<file path="config.mk">
export PLATFORM = sky130hd
export DESIGN_NAME = usr_deser
export DESIGN_NICKNAME = d
export VERILOG_FILES = /design/src/rtl/usr_deser.sv
export SDC_FILE = /design/constraint.sdc
export NUM_CORES = 1
export LEC_CHECK = 0
export ABC_AREA = 1
export BUFFER_PORTS_ARGS = -buffer_cell sky130_fd_sc_hd__buf_2
export CORE_UTILIZATION = 52
export CTS_CLUSTER_SIZE = 8
export DETAILED_ROUTE_END_ITERATION = 8
export PLACE_DENSITY = 0.73
export SLEW_MARGIN = 15
export SYNTH_ARGS = -nofsm -noshare
export SYNTH_HDL_FRONTEND = slang
export SYNTH_SLANG_ARGS = --single-unit
export TNS_END_PERCENT = 100
</file>
<file path="constraint.sdc">
create_clock -name clk -period 1.86 [get_ports clk]
set_input_delay 0.279 -clock clk [delete_from_list [all_inputs] [get_ports clk]]
set_output_delay 0.279 -clock clk [all_outputs]
set_load 0.03 [all_outputs]
</file>
<file path="src/rtl/usr_deser.sv">
// ---------------------------------------------------------------------------
// usr_deser -- serial-to-parallel deserializer with a one-word holding register
//
// Bits arrive one per clk edge while sin_valid is high. A bit with sin_first
// set starts a new word. Once WIDTH bits have been gathered, the word is handed
// to a holding register (dout/dout_valid) that works as a valid/ready output.
// The holding register is separate from the receive FSM, so the next word can
// be received while the previous one waits for the consumer.
//
// Parameters
//   WIDTH      word width in bits (2..16)
//   MSB_FIRST  0: first received bit goes to dout[0]; 1: to dout[WIDTH-1]
//
// Ports
//   clk         rising-edge clock
//   clr_n       asynchronous active-low reset
//   sin         serial data bit
//   sin_valid   qualifies sin; one bit is accepted per edge
//   sin_first   marks the accepted bit as bit 0 of a new word
//   dout        assembled word (holding register)
//   dout_valid  dout holds an unconsumed word
//   dout_ready  consumer takes dout when dout_valid is high on the same edge
//   busy        a word is partially received
//   bit_cnt     bits of the current word accepted so far
//   overrun     sticky: a completed word was dropped, holding register full
//   frame_err   sticky: sin_first arrived in the middle of a word
//   err_clr     synchronous clear of overrun and frame_err
// ---------------------------------------------------------------------------
module usr_deser #(
  parameter int WIDTH     = 4,
  parameter bit MSB_FIRST = 1'b0
) (
  input  logic             clk,
  input  logic             clr_n,
  input  logic             sin,
  input  logic             sin_valid,
  input  logic             sin_first,
  output logic [WIDTH-1:0] dout,
  output logic             dout_valid,
  input  logic             dout_ready,
  output logic             busy,
  output logic [4:0]       bit_cnt,
  output logic             overrun,
  output logic             frame_err,
  input  logic             err_clr
);

  typedef enum logic {IDLE, SHIFT} state_t;

  state_t           state, state_next;
  logic [WIDTH-1:0] shreg, shreg_next;
  logic [4:0]       cnt_next;
  logic [4:0]       pos;
  logic [4:0]       first_pos;
  logic             word_done;
  logic             frame_hit;
  logic             load;
  logic             drop;

  // Bit positions in the shift register; with MSB_FIRST the order is mirrored.
  assign first_pos = MSB_FIRST ? 5'(WIDTH - 1) : 5'd0;
  assign pos       = MSB_FIRST ? (5'(WIDTH - 1) - bit_cnt) : bit_cnt;

  // Receive FSM: next state, next bit count and next shift register contents.
  // A flagged bit always restarts the word; clearing the register first keeps
  // stale bits of an abandoned word from leaking into the new one.
  always_comb begin
    state_next = state;
    cnt_next   = bit_cnt;
    shreg_next = shreg;
    word_done  = 1'b0;
    frame_hit  = 1'b0;
    if (sin_valid) begin
      if (sin_first) begin
        frame_hit  = (state == SHIFT);
        shreg_next = '0;
        for (int i = 0; i < WIDTH; i++) begin
          if (5'(i) == first_pos) shreg_next[i] = sin;
        end
        cnt_next   = 5'd1;
        state_next = SHIFT;
      end else if (state == SHIFT) begin
        for (int i = 0; i < WIDTH; i++) begin
          if (5'(i) == pos) shreg_next[i] = sin;
        end
        if (bit_cnt == 5'(WIDTH - 1)) begin
          word_done  = 1'b1;
          cnt_next   = 5'd0;
          state_next = IDLE;
        end else begin
          cnt_next = bit_cnt + 5'd1;
        end
      end
    end
  end

  // A completed word loads when the holding register is empty or is being
  // emptied on this very edge; otherwise it is lost.
  assign load = word_done && (!dout_valid || dout_ready);
  assign drop = word_done && dout_valid && !dout_ready;

  assign busy = (state == SHIFT);

  always_ff @(posedge clk or negedge clr_n) begin
    if (!clr_n) begin
      state   <= IDLE;
      bit_cnt <= 5'd0;
      shreg   <= '0;
    end else begin
      state   <= state_next;
      bit_cnt <= cnt_next;
      shreg   <= shreg_next;
    end
  end

  // Holding register: dout only changes while it is being (re)loaded.
  always_ff @(posedge clk or negedge clr_n) begin
    if (!clr_n) begin
      dout       <= '0;
      dout_valid <= 1'b0;
    end else if (load) begin
      dout       <= shreg_next;
      dout_valid <= 1'b1;
    end else if (dout_valid && dout_ready) begin
      dout_valid <= 1'b0;
    end
  end

  // Sticky error flags; a new error on the same edge beats err_clr.
  always_ff @(posedge clk or negedge clr_n) begin
    if (!clr_n) begin
      overrun   <= 1'b0;
      frame_err <= 1'b0;
    end else begin
      if (drop) overrun <= 1'b1;
      else if (err_clr) overrun <= 1'b0;
      if (frame_hit) frame_err <= 1'b1;
      else if (err_clr) frame_err <= 1'b0;
    end
  end

endmodule

</file>
==> metrics.csv, run 1 <==
metric,value,unit
outcome,finished clean,
CP required,2.05,ns
CTS sink cnt,17,
Crit. End Element,flip-flop,
Crit path top cell by count,nand2_1,
drt pass-1 iters,4,
GPL Wtd Cong,0.917,
Tot Pwr,1.48,mW
post-DP HPWL,1.39,mm
1st-iter DRT viols,25,
crit-path cells,ha_1 > inv_1 > nor2_4 > nand3_4 > nor3_4 > inv_2 > nand2_1 > nand2_1,
initial antenna violation count,0,
total gr overflow,0,
synthesized instance count,111,
Yosys cell types,24,
number of global-route vias before repair,675,
"Core Util, Final",68.6,%
XOR/XNOR Fraction of Synth Area,0.933,%
post-route clock period utilization,84.3,%
CP Class,flip-flop to flip-flop,
total number of vias,802,
post-synthesis mux area share,0,%
Worst-path clk slew,0.10,ns
CTS tree,built,
CTS max path bufs,2,
relative slew slack,75.3,%
slowest CP cell,dfrtp_1,
Synth Area in Compound Gates,8.67,%
largest net degree at the start of global routing,18,
diode count,0,
Vias per Instance,5.08,
"most common cell after layout, fill and taps aside",nand2_1,
dpl ws,0.338,ns
max-slew violations,0,
num ports,20,
skew final,0.00196,ns
final instance area,0.00109,mm^2
Die Y,44.5,um
placed cell area,0.00106,mm^2
setup TNS,0,ns
die area,0.00198,mm^2
YS warnings,0,
adder-cell share of the synthesized area,5.33,%
total wire length,1.83,mm
first-pass GRT wire length,2.96,mm
post_cts resized,0,
Tmin final,1.57,ns
largest family of logic cells by synthesized area,simple AND/OR/NAND/NOR gates,
FMAX,638,MHz
Worst IR Drop VDD,1.12,mV
Post-Synth Simple-Gate Area,31.3,%
Area growth syn-to-layout,16.5,%
RSZ-0062 raised after global routing,no,
setup ws final,0.292,ns
Synth area leaders,"dfrtp_1, nand2_1, inv_1, ha_1, nand3_1",
Synth Area per Inst,8.45,um^2
clock root buffer,clkbuf_4,
hold crit path type,input port to flip-flop,
Max-Cap Viols,0,
Initial Utilization,58.9,%
most frequent cells in the layout,"nand2_1, buf_2, inv_1, dfrtp_1, nand3_1",
"flops & latches, synth",17,
Fill cells,145,
Lkg Pwr,0.599,nW
All-Layer GR Usage,20.9,%
Power Dens Cells,1360,mW/mm^2
top cell type's share of synthesized area,45.3,%
"slowest stage delay, CP",0.46,ns
worst slew pin tran,0.370,ns
PortBufs,19,
Syn Nets,122,
Die Wd,44.5,um
ratio of cells with drive above 1 in the final layout,25.4,%
Core ar.,0.00159,mm^2
Routed Antenna Nets,0,
CTS Buf Count,3,
Post-Syn Area,938,um^2
Synth area leader,dfrtp_1,
num rows,14,
DRC viols,0,
H-tree depth,1,
sequential share of the synthesized area,45.3,%
DR WL/cell,11.6,um
Clock Latency Late Sink,0.29,ns
Fin. Hold Viols,0,
Critical Path Source Type,flip-flop,
Worst Path Max Fanout,7,
final layout net count,146,
crit path DAT,1.76,ns
Setup-failing EPs final,0,
## cell families after synthesis
| group | Yosys count |
|---|---|
| xor gates and xnor gates | 1 |
| adders and majority gates | 4 |
| and+or+nand+nor | 56 |
| buffers and inverters | 20 |
| DFF | 17 |
| AOI/OAI and AO/OA | 13 |
## final timing paths
kind,start,end,slack (ns),cells after the start
worst min-delay path,dout_ready,dout_valid$_DFFE_PN0P_,0.15,2
max in group asynchronous,clr_n,overrun$_DFFE_PN0P_,1.17,2
worst max register to register,bit_cnt[0]$_DFFE_PN0P_,dout[2]$_DFFE_PN0P_,0.29,8
worst max-delay path,bit_cnt[0]$_DFFE_PN0P_,dout[2]$_DFFE_PN0P_,0.29,8
worst min register to register,dout[1]$_DFFE_PN0P_,dout[1]$_DFFE_PN0P_,0.48,2
min in group asynchronous,clr_n,frame_err$_DFFE_PN0P_,0.42,2
## per-layer routing
metal	vias to the layer above	part of all wire (%)	routed length (um)	global-route usage, %
met1	371	54	985	30.7
met5	-	0	0	0
met4	0	1.5	27	9.09
met3	3	3.9	72	3.67
met2	26	41	747	30.0
li1	402	-	-	-
## repair_timing
action | 4_1_cts | 5_1_grt
endpoints found under the hold margin | 17 | 0
setup buffers | 0 | 0
hold buffers | 1 | 0
## worst max-delay path, delay by kind of cell, from the launching register on
| family | cells | cell delay [ns] |
|---|---|---|
| DFF | 1 | 0.46 |
| and+or+nand+nor | 5 | 0.57 |
| adders and majority gates | 1 | 0.23 |
| buffers and inverters | 2 | 0.19 |
## synthesized netlist by cell type
cell,number
a21boi_1,1
a21oi_1,3
and2_1,2
buf_4,1
dfrtp_1,17
ha_1,4
inv_1,17
inv_2,2
nand2_1,28
nand2_2,3
nand3_1,9
nand3_4,1
nand3b_1,1
nand4_1,5
nor2_1,3
nor2_4,2
nor3_4,1
o211ai_1,1
o21ai_0,5
o21ai_1,1
o21ai_2,1
o22ai_2,1
or2_1,1
xor2_1,1
## per-stage QoR
stage / cells / hold WS, ns
3_5_place_dp: 153 / 0.216
2_1_floorplan: 111 / -0.0166
6_report: 158 / 0.149
4_1_cts: 158 / 0.146
3_3_place_gp: 153 / 0.214
5_1_grt: 158 / 0.142
## power breakdown
| part | internal [mW] | switching, mW |
|---|---|---|
| clock network | 0.0801 | 0.120 |
| logic | 0.224 | 0.471 |
| registers | 0.481 | 0.107 |
| total | 0.786 | 0.697 |
## sequential cells by signal (all words and copies together), names as in the netlist
| register | cells |
|---|---|
| busy | 1 |
| bit_cnt | 5 |
| dout | 4 |
| shreg | 4 |
| dout_valid | 1 |
| frame_err | 1 |
| overrun | 1 |
## layout make-up
type | count | area [um^2] | share of cell area (%)
multi-input combinational | 74 | 434 | 39.7
sequential | 17 | 425 | 38.9
timing repair buffer | 20 | 105 | 9.61
inverter | 19 | 71.3 | 6.52
tap | 24 | 30.0 | 2.75
clock buffer | 3 | 22.5 | 2.06
clock inverter | 1 | 5.00 | 0.458
No activity file was read; power rests on OpenSTA's default activity.
==> inputs of run 2 (changes only) <==
CORE_UTILIZATION = 47   (was 52)
PLACE_DENSITY = 0.69   (was 0.73)
clock period = 1.4 ns   (was 1.86 ns; I/O delays follow)
==> metrics.csv, run 2 (synthesized netlist as in run 1, its figures left out) <==
metric,value,unit
num ports,20,
post-DP HPWL,1.44,mm
Crit. End Element,flip-flop,
"Core Util, Final",64.5,%
CTS sink cnt,17,
Worst Path Max Fanout,5,
H-tree depth,1,
FMAX,708,MHz
worst slew pin tran,0.368,ns
Crit. Startpoint,bit_cnt[1]$_DFFE_PN0P_,
largest reg by FF count,bit_cnt,
diode count,0,
crit path DAT,1.60,ns
DR WL met3,56,um
setup ws final,-0.0132,ns
Area growth syn-to-layout,23.9,%
num rows,15,
wire length on met1,1.01,mm
total number of vias,819,
Critical Path Source Type,flip-flop,
Die Wd,46.7,um
placed cell area,0.00110,mm^2
CTS tree,built,
Tot Pwr,2.13,mW
routed wl met2,906,um
1st-iter DRT viols,12,
Max Used Layer,met4,
Fin. Hold Viols,0,
Initial Utilization,52.1,%
PortBufs,19,
relative slew slack,75.5,%
Setup-failing EPs final,2,
Power Dens Cells,1830,mW/mm^2
total gr overflow,0,
Vias per Instance,4.96,
CP Class,flip-flop to flip-flop,
largest net degree at the start of global routing,18,
outcome,"finished, violations left",
CTS max path bufs,2,
Tmin final,1.41,ns
final instance area,0.00116,mm^2
DRC viols,0,
ratio of cells with drive above 1 in the final layout,34.3,%
CP required,1.58,ns
hold crit path type,input port to flip-flop,
failing checks,setup timing,
max reg flops,5,
total wire length,2.00,mm
most frequent cells in the layout,"nand2_1, buf_2, inv_1, dfrtp_1, nand3_1",
Lkg Pwr,0.625,nW
Worst-path clk slew,0.11,ns
"most common cell after layout, fill and taps aside",nand2_1,
Clock Latency Late Sink,0.30,ns
Routed Antenna Nets,0,
clock root buffer,clkbuf_4,
CTS Buf Count,3,
initial antenna violation count,0,
number of global-route vias before repair,697,
max-slew violations,0,
Core ar.,0.00180,mm^2
Largest regs,"bit_cnt x5, dout x4, shreg x4",
die area,0.00218,mm^2
worst r2r src,bit_cnt[1]$_DFFE_PN0P_,
final layout net count,152,
DR WL/cell,12.1,um
Worst IR Drop VDD,1.22,mV
All-Layer GR Usage,20.9,%
Fill cells,164,
Hold WS,0.0872,ns
drt pass-1 iters,4,
skew final,0.00862,ns
Die Y,46.7,um
RSZ-0062 raised after global routing,yes,
min-delay src,dout_ready,
post-route clock period utilization,101,%
Max-Cap Viols,0,
first-pass GRT wire length,3.07,mm
GPL Wtd Cong,0.811,
-- run 2: cell types whose count changed in the layout (fill, tap and decap cells not counted) --
| cell | change |
|---|---|
| or2_1 | -1 |
| inv_1 | -2 |
| dfrtp_2 | +2 |
| dfrtp_1 | -2 |
| inv_2 | +2 |
| ha_4 | +1 |
| ha_1 | -1 |
| nand2_1 | -2 |
| or2_4 | +1 |
| buf_4 | +6 |
| nand2_2 | +2 |
-- run 2: worst paths after layout --
| check | cells after the start | end | slack [ns] |
|---|---|---|---|
| setup / recovery | 8 | dout[2]$_DFFE_PN0P_ | -0.01 |
| max in group asynchronous | 2 | bit_cnt[1]$_DFFE_PN0P_ | 0.78 |
| setup reg to reg | 8 | dout[2]$_DFFE_PN0P_ | -0.01 |
| min in group asynchronous | 2 | busy$_DFFE_PN0P_ | 0.34 |
| hold reg to reg | 2 | dout[3]$_DFFE_PN0P_ | 0.48 |
| hold / removal | 2 | dout_valid$_DFFE_PN0P_ | 0.09 |
-- run 2: stage by stage --
step | setup TNS [ns] | std cells | setup slack (ns)
2_1_floorplan | 0 | 111 | 0.00209
3_3_place_gp | 0 | 158 | 0.0565
3_5_place_dp | 0 | 158 | 0.0110
4_1_cts | 0 | 165 | 0.00768
5_1_grt | -0.281 | 165 | -0.0636
6_report | -0.0137 | 165 | -0.0132
-- run 2: critical path, stage by stage (launching register included) --
cell,delay (ns)
dfrtp_2,0.44
ha_4,0.16
inv_2,0.05
nor2_4,0.12
nand3_4,0.10
nor3_4,0.22
inv_2,0.10
nand2_1,0.07
nand2_1,0.06
-- run 2: cell type report --
| class | instances | area (um^2) | area share, % |
|---|---|---|---|
| sequential | 17 | 428 | 36.8 |
| tap | 25 | 31.3 | 2.69 |
| multi-input combinational | 74 | 454 | 39.1 |
| inverter | 19 | 71.3 | 6.14 |
| clock buffer | 3 | 22.5 | 1.94 |
| timing repair buffer | 26 | 150 | 12.9 |
| clock inverter | 1 | 5.00 | 0.431 |
-- run 2: timing repair --
action | in CTS | in global routing
pin swaps | 0 | 3
buffers inserted | 2 | 0
hold endpoints to repair | 17 | 0
setup endpoints to repair | 3 | 7
gates resized for setup | 0 | 4
hold buffers | 1 | 0
-- run 2: power breakdown --
group,switching [mW],internal (mW)
clock network,0.166,0.106
logic,0.722,0.388
registers,0.105,0.645
total,0.993,1.14
-- run 2: layer usage --
layer	up-vias	track usage (%)
li1	415	-
met1	386	28.3
met2	14	31.9
met3	4	4.71
met4	0	8.57
met5	-	0
